### config.mk
export PLATFORM = sky130hd
export DESIGN_NAME = sq_recon
export DESIGN_NICKNAME = d
export VERILOG_FILES = /design/src/rtl/sq_recon.sv
export SDC_FILE = /design/constraint.sdc
export NUM_CORES = 1
export LEC_CHECK = 0
export CAP_MARGIN = 20
export CORE_UTILIZATION = 61
export CTS_CLUSTER_SIZE = 16
export DETAILED_ROUTE_END_ITERATION = 8
export HOLD_SLACK_MARGIN = 0.1
export PLACE_DENSITY = 0.86
export SLEW_MARGIN = 20
export SYNTH_ARGS = -nofsm -noshare
export SYNTH_HDL_FRONTEND = slang
export SYNTH_SLANG_ARGS = --single-unit
### constraint.sdc
create_clock -name clk -period 7.25 [get_ports clk]
set_input_delay 1.45 -clock clk [delete_from_list [all_inputs] [get_ports clk]]
set_output_delay 1.45 -clock clk [all_outputs]
set_load 0.01 [all_outputs]
### src/rtl/sq_recon.sv
// Iterative shift-and-add square plus remainder: rad = (root*root + rem) >> FBITS.
// One partial product per cycle over WIDTH cycles, then a final add/scale cycle.
module sq_recon #(
   parameter int WIDTH = 27,
   parameter int FBITS = 26
) (
   input  logic             clk,
   input  logic             rst_n,
   input  logic             start,
   input  logic [WIDTH-1:0] root,
   input  logic [WIDTH-1:0] rem,
   output logic             busy,
   output logic             valid,
   output logic [WIDTH-1:0] rad,
   output logic             exact,
   output logic             ovf
);

   localparam int AW = 2 * WIDTH + 1;
   localparam int CW = (WIDTH > 1) ? $clog2(WIDTH) : 1;
   localparam logic [CW-1:0] LAST_CNT = CW'(WIDTH - 1);
   // Selects the fraction bits that are truncated away; all-zero when FBITS==0.
   localparam logic [AW-1:0] LOW_MASK = (AW'(1) << FBITS) - AW'(1);

   typedef enum logic [1:0] {IDLE, MUL, ADD} state_t;

   state_t           state_reg, state_next;
   logic [WIDTH-1:0] mcand_reg, mcand_next;
   logic [WIDTH-1:0] mplier_reg, mplier_next;
   logic [AW-1:0]    acc_reg, acc_next;
   logic [CW-1:0]    cnt_reg, cnt_next;
   logic [WIDTH-1:0] rem_q_reg, rem_q_next;
   logic             busy_reg, busy_next;
   logic             valid_reg, valid_next;
   logic [WIDTH-1:0] rad_reg, rad_next;
   logic             exact_reg, exact_next;
   logic             ovf_reg, ovf_next;

   logic [AW-1:0]    addend;
   logic [AW-1:0]    sum;
   logic             sum_ovf;

   always_comb begin
      state_next  = state_reg;
      mcand_next  = mcand_reg;
      mplier_next = mplier_reg;
      acc_next    = acc_reg;
      cnt_next    = cnt_reg;
      rem_q_next  = rem_q_reg;
      busy_next   = busy_reg;
      valid_next  = valid_reg;
      rad_next    = rad_reg;
      exact_next  = exact_reg;
      ovf_next    = ovf_reg;

      addend  = mplier_reg[0] ? (AW'(mcand_reg) << cnt_reg) : '0;
      sum     = acc_reg + AW'(rem_q_reg);
      sum_ovf = |(sum >> (FBITS + WIDTH));

      case (state_reg)
         IDLE: ;
         MUL: begin
            acc_next    = acc_reg + addend;
            mplier_next = mplier_reg >> 1;
            if (cnt_reg == LAST_CNT) begin
               state_next = ADD;
            end else begin
               cnt_next = cnt_reg + 1'b1;
            end
         end
         ADD: begin
            rad_next   = sum[FBITS +: WIDTH];
            ovf_next   = sum_ovf;
            exact_next = ((sum & LOW_MASK) == '0) && !sum_ovf;
            busy_next  = 1'b0;
            valid_next = 1'b1;
            state_next = IDLE;
         end
         default: state_next = IDLE;
      endcase

      // A start in any state discards the current run and loads fresh operands.
      if (start) begin
         mcand_next  = root;
         mplier_next = root;
         rem_q_next  = rem;
         acc_next    = '0;
         cnt_next    = '0;
         busy_next   = 1'b1;
         valid_next  = 1'b0;
         rad_next    = '0;
         exact_next  = 1'b0;
         ovf_next    = 1'b0;
         state_next  = MUL;
      end
   end

   always_ff @(posedge clk) begin
      if (!rst_n) begin
         state_reg  <= IDLE;
         mcand_reg  <= '0;
         mplier_reg <= '0;
         acc_reg    <= '0;
         cnt_reg    <= '0;
         rem_q_reg  <= '0;
         busy_reg   <= 1'b0;
         valid_reg  <= 1'b0;
         rad_reg    <= '0;
         exact_reg  <= 1'b0;
         ovf_reg    <= 1'b0;
      end else begin
         state_reg  <= state_next;
         mcand_reg  <= mcand_next;
         mplier_reg <= mplier_next;
         acc_reg    <= acc_next;
         cnt_reg    <= cnt_next;
         rem_q_reg  <= rem_q_next;
         busy_reg   <= busy_next;
         valid_reg  <= valid_next;
         rad_reg    <= rad_next;
         exact_reg  <= exact_next;
         ovf_reg    <= ovf_next;
      end
   end

   assign busy  = busy_reg;
   assign valid = valid_reg;
   assign rad   = rad_reg;
   assign exact = exact_reg;
   assign ovf   = ovf_reg;

endmodule

Word level (Yosys, flattened, before mapping)
Cells that the tools add are included.

Word-level logic and storage cells: 44. Output and inout bits: 31. Bits in registers: 174. Bits of input ports: 57.

Shifts and indexed selects: 1. Reduce and logical (&&, ||, !) cells: 11. Multiplexer cells: 8. $add $sub $neg: 3. Eq/ne operators: 6. Bitwise operators: 3.

Operators with widths (number): 55-bit by 27-bit adder with 55-bit output (1); 55-bit adder (1); 55-bit logical NOT (1); 55-bit 2-to-1 mux (1); 27-bit by 5-bit << shifter with 55-bit output (1); 27-bit 2-to-1 mux (2); 2-bit AND reduction (3); 5-bit by 1-bit adder with 5-bit output (second input constant) (1); 5-bit == test (second input constant) (1); 2-bit inequality test (second input constant) (2); 2-bit one-hot mux with 2 select lines (1); 2-bit nonzero test (2); 2-bit OR reduction (2); 1-bit 2-to-1 mux (3); 3-bit inequality test (second input constant) (1); 1-bit inverter (3); 2-bit by 1-bit == test with 1-bit output (second input constant) (1); 2-bit == test (second input constant) (1); 2-bit logical NOT (1); 2-bit 2-to-1 mux (1); 1-bit logical AND (1); 1-bit logical NOT (1).

Longest topological paths before layout
Depth after elaboration: 4. Depth in mapped cells: 23. Depth with buffers taken out: 20.

Worst setup path after synthesis
Ideal clock, no wire load.

Path type: register to register. Start point: register cnt_reg[0]. End point: register acc_reg[54]. Setup slack: 2216 ps. Period minus slack after synthesis: 5034 ps. Cell stages (with the launch flop): 20. Arrival: 4967 ps. Setup time: 67 ps. Buffers on the path: 2. Cells stage by stage: dfxtp_1 clkbuf_1 buf_1 mux4_2 mux2i_1 mux2_2 nor2_1 o21a_1 ha_1 nand2_1 o22ai_1 nor3_2 o21ai_1 o21ai_0 or3_4 o211a_4 o31a_1 or4_4 a31o_1 a21oi_2.

Longest elaborated chain between the ends: 3.

Ends and longest elaborated chain: from (decl) (line 31) `logic [CW-1:0] cnt_reg, cnt_next;`; from (signal assigned) (line 116) `cnt_reg <= cnt_next;`; 27-bit by 5-bit << shifter with 55-bit output (line 56) `addend = mplier_reg[0] ? (AW'(mcand_reg) << cnt_reg) : '0;`; 55-bit 2-to-1 mux (line 56); 55-bit adder (line 63) `acc_next = acc_reg + addend;`; to (signal assigned) (line 115) `acc_reg <= acc_next;`; to (decl) (line 30) `logic [AW-1:0] acc_reg, acc_next;`.

No other way between the ends. A chain may end at the register's enable or synchronous reset.

Final worst setup path
Start point: register cnt_reg[1]. End point: register acc_reg[51].

The elaborated chain is that of the path after synthesis.

==> results.tsv <==
stage	metric	value	unit
clock_network	clock-sinks	174	
finish	diodes	0	
logic_synthesis	synth_seq_cells	174	
clock_network	htreeDepth	4	
power_and_ir_drop	ir_drop	0.157	mV
min_path	min_to	rad[1]	
timing	max_freq	174	MHz
timing	relSlewSlack	0.344	
critical_path	start_kind	register	
floorplan	core	0.0211	sq mm
logic_synthesis	synthFlopType	dfxtp_1	
global_route	grt_use_total	0.332	
flow_run	max-cap-violations	0	
min_path	worst_hold_path.num_cells	2	
finish	largest_register_ff_count	55	
critical_path	cp_data_arrival_time	6.13	ns
clock_network	hold_buffers	0	
power_and_ir_drop	total_power	2.25	mW
placed_design	port_buffers	87	
detailed_routing	antenna_left	0	
clock_network	clockBufferDepth	2	
logic_synthesis	netlist_instances	1685	
finish	num-nets-final	1842	
placed_design	gp_congestion	1.01	
detailed_routing	vias	12500	
floorplan	start_util	0.622	
logic_synthesis	avgSynthCellArea	7.79	sq um
power_and_ir_drop	p_leak	5.83	nW
global_route	grt_pass1_vias	11500	
critical_path	reg2regPathDepth	17	
floorplan	die_h	149	um
floorplan	io_pins	88	
critical_path	r2r-start	cnt_reg[1]	
min_path	worstHoldPathType	register to register	
timing	slew_viol_final	0	
finish	syn_to_final_growth	11.1	%
timing	min_period	5.74	ns
critical_path	r2r_setup_slack	1.51	ns
detailed_routing	drtIter0Drc	1241	
detailed_routing	wl_per_cell	18.4	um
timing	fin_tns_setup	0	ns
clock_network	ctsResizeCount	0	
timing	finalClockSkew	0.0183	ns
critical_path	end_kind	register	
logic_synthesis	synth_top_area_share	0.265	
finish	final_cells	1988	
floorplan	die_area	0.0221	sq mm
placed_design	place_inst	1955	
timing	setup_viol	0	
global_route	grt_max_degree	89	
logic_synthesis	ys_seq_area_frac	0.265	
logic_synthesis	syn_nets	1827	
clock_network	root_buffer	clkbuf_16	
global_route	antenna_found_initial	0	
logic_synthesis	synth_area_leaders	dfxtp_1 (27%), a21oi_1 (8.2%), ha_1 (7.9%), nand2_1 (7.2%), mux2i_1 (6.0%)	
clock_network	cts_buffers	17	
outcome	status	finished, final reports clean	
critical_path	crit_type	register to register	
logic_synthesis	netlist_area	0.0131	sq mm
floorplan	fp.dieW	149	um
placed_design	place_hpwl	26700	um
finish	fin_util	0.692	
critical_path	path_max_fanout	25	
timing	worst-slew-pin-transition	0.984	ns
clock_network	post-cts-setup-buffers	0	
global_route	grt_pass1_wl	58600	um
timing	rsz0062_at_grt	no	
logic_synthesis	yosysTopAreaCell	dfxtp_1	
clock_network	clk_pin_slew	0.07	ns
power_and_ir_drop	power_density	154	mW/mm^2
global_route	grt_overflow	0	
timing	hold_viol	0	
clock_network	clk_latency	0.45	ns
floorplan	rows	53	
critical_path	rr_endpoint	acc_reg[51]	
detailed_routing	drt_wl_total	36600	um
critical_path	required	7.64	ns
detailed_routing	vias_per_cell	6.31	
logic_synthesis	synth_cell_types	93	
clock_network	cts_tree	done	
min_path	worstHoldStart	rad[1]	
detailed_routing	first_pass_iters	6	
logic_synthesis	async_flop_share	0	
detailed_routing	drc	0	
finish	nFillCells	1819	
logic_synthesis	ys_warn_count	0	
timing	finalCritPeriodShare	0.792	
finish	drive_gt1_frac	0.0636	
logic_synthesis	synth-edff-count	0	
-- power breakdown --
part	internal, mW	switching, mW	leakage (nW)	total (mW)
clock network	0.502	0.453	0.294	0.956
logic	0.121	0.154	4.11	0.274
registers	0.985	0.0319	1.42	1.02
total	1.61	0.639	5.83	2.25
-- metrics by stage --
step	setup slack [ns]	area, sq um	hold WS, ns
floorplan	2.22	13100	0.453
global route	1.31	14600	0.498
CTS	1.74	14600	0.453
global placement	1.89	14000	0.442
finish	1.51	14600	0.452
detailed placement	1.77	14000	0.444
-- how the worst max path moves through the flow --
stage | to | cells past startpoint | start
after global routing | acc_reg[51] | 17 | cnt_reg[1]
after detailed placement | acc_reg[54] | 19 | cnt_reg[1]
final | acc_reg[51] | 17 | cnt_reg[1]
after CTS | acc_reg[54] | 19 | cnt_reg[1]
after global placement | acc_reg[54] | 19 | cnt_reg[1]
after floorplan | acc_reg[54] | 19 | cnt_reg[0]
-- cell usage after synthesis, types with 11 or more instances --
| cell type | instances |
|---|---|
| xor2_1 | 43 |
| buf_1 | 17 |
| nor2b_1 | 95 |
| nor3_1 | 17 |
| nor2_1 | 113 |
| nand3_1 | 37 |
| dfxtp_1 | 174 |
| and3_1 | 18 |
| nand2_1 | 250 |
| clkbuf_1 | 71 |
| ha_1 | 83 |
| a21oi_1 | 214 |
| mux2_2 | 11 |
| mux4_2 | 17 |
| inv_1 | 33 |
| mux2i_1 | 78 |
| o21a_1 | 16 |
| o21ai_1 | 11 |
| nand4_1 | 21 |
| a21o_1 | 40 |
| o21ai_0 | 78 |
| a211oi_1 | 16 |
| xnor2_1 | 44 |
| o22ai_1 | 21 |
-- metal layers --
| metal | global-route usage | wire length, um | vias to the layer above |
|---|---|---|---|
| met3 | 0.0561 | 2890 | 82 |
| met2 | 0.524 | 16600 | 549 |
| met1 | 0.460 | 16300 | 5859 |
| li1 | - | - | 6053 |
| met5 | 0 | 0 | - |
| met4 | 0.105 | 757 | 0 |
-- cell families (layout without fill, tap and decap cells) --
family,after synthesis,after routing,share of synthesized area
compound gates,489,489,0.230
fa+ha+maj,85,85,0.0822
flops,174,174,0.265
buf+inv,137,165,0.0462
simple gates,607,607,0.220
mux,106,106,0.0981
xor+xnor,87,87,0.0581
-- final cells by class --
type | count | area, sq um | area share
repair buffers | 100 | 973 | 0.0667
well taps | 275 | 344 | 0.0236
clock buffers | 18 | 439 | 0.0301
multi-input cells | 1374 | 9050 | 0.621
inverters | 33 | 124 | 0.00849
clock inverters | 14 | 165 | 0.0113
flip-flops and latches | 174 | 3480 | 0.239
-- placed cells by master, fill, tap and decap left out, types with 18 or more instances in the layout --
cell             synthesis  routed
nor2b_1                 95      92
nor2_1                 113     113
xnor2_1                 44      44
dfxtp_1                174     173
o22ai_1                 21      21
clkdlybuf4s50_1          0      85
ha_1                    83      83
nand2_1                250     250
a21oi_1                214     214
mux2i_1                 78      78
xor2_1                  43      43
o21ai_0                 78      78
a21o_1                  40      40
nand3_1                 37      37
nand4_1                 21      21
and3_1                  18      18
inv_1                   33      33
-- worst max-delay path, stage by stage, from the launching register on --
cell and delay (ns):
dfxtp_1 0.93, mux2_2 0.43, o21ai_0 0.50, nor2_1 0.08, a21oi_1 0.29, mux2_2 0.24, nor2_1 0.05, ha_1 0.42
nand3_2 0.14, nor4_1 0.46, o2111ai_1 0.25, nand2_1 0.18, a21boi_1 0.13, o31ai_1 0.43, a31oi_1 0.22, o31a_1 0.36
or4_1 0.49, nand3_1 0.09
(Power assumes the default switching activity.)
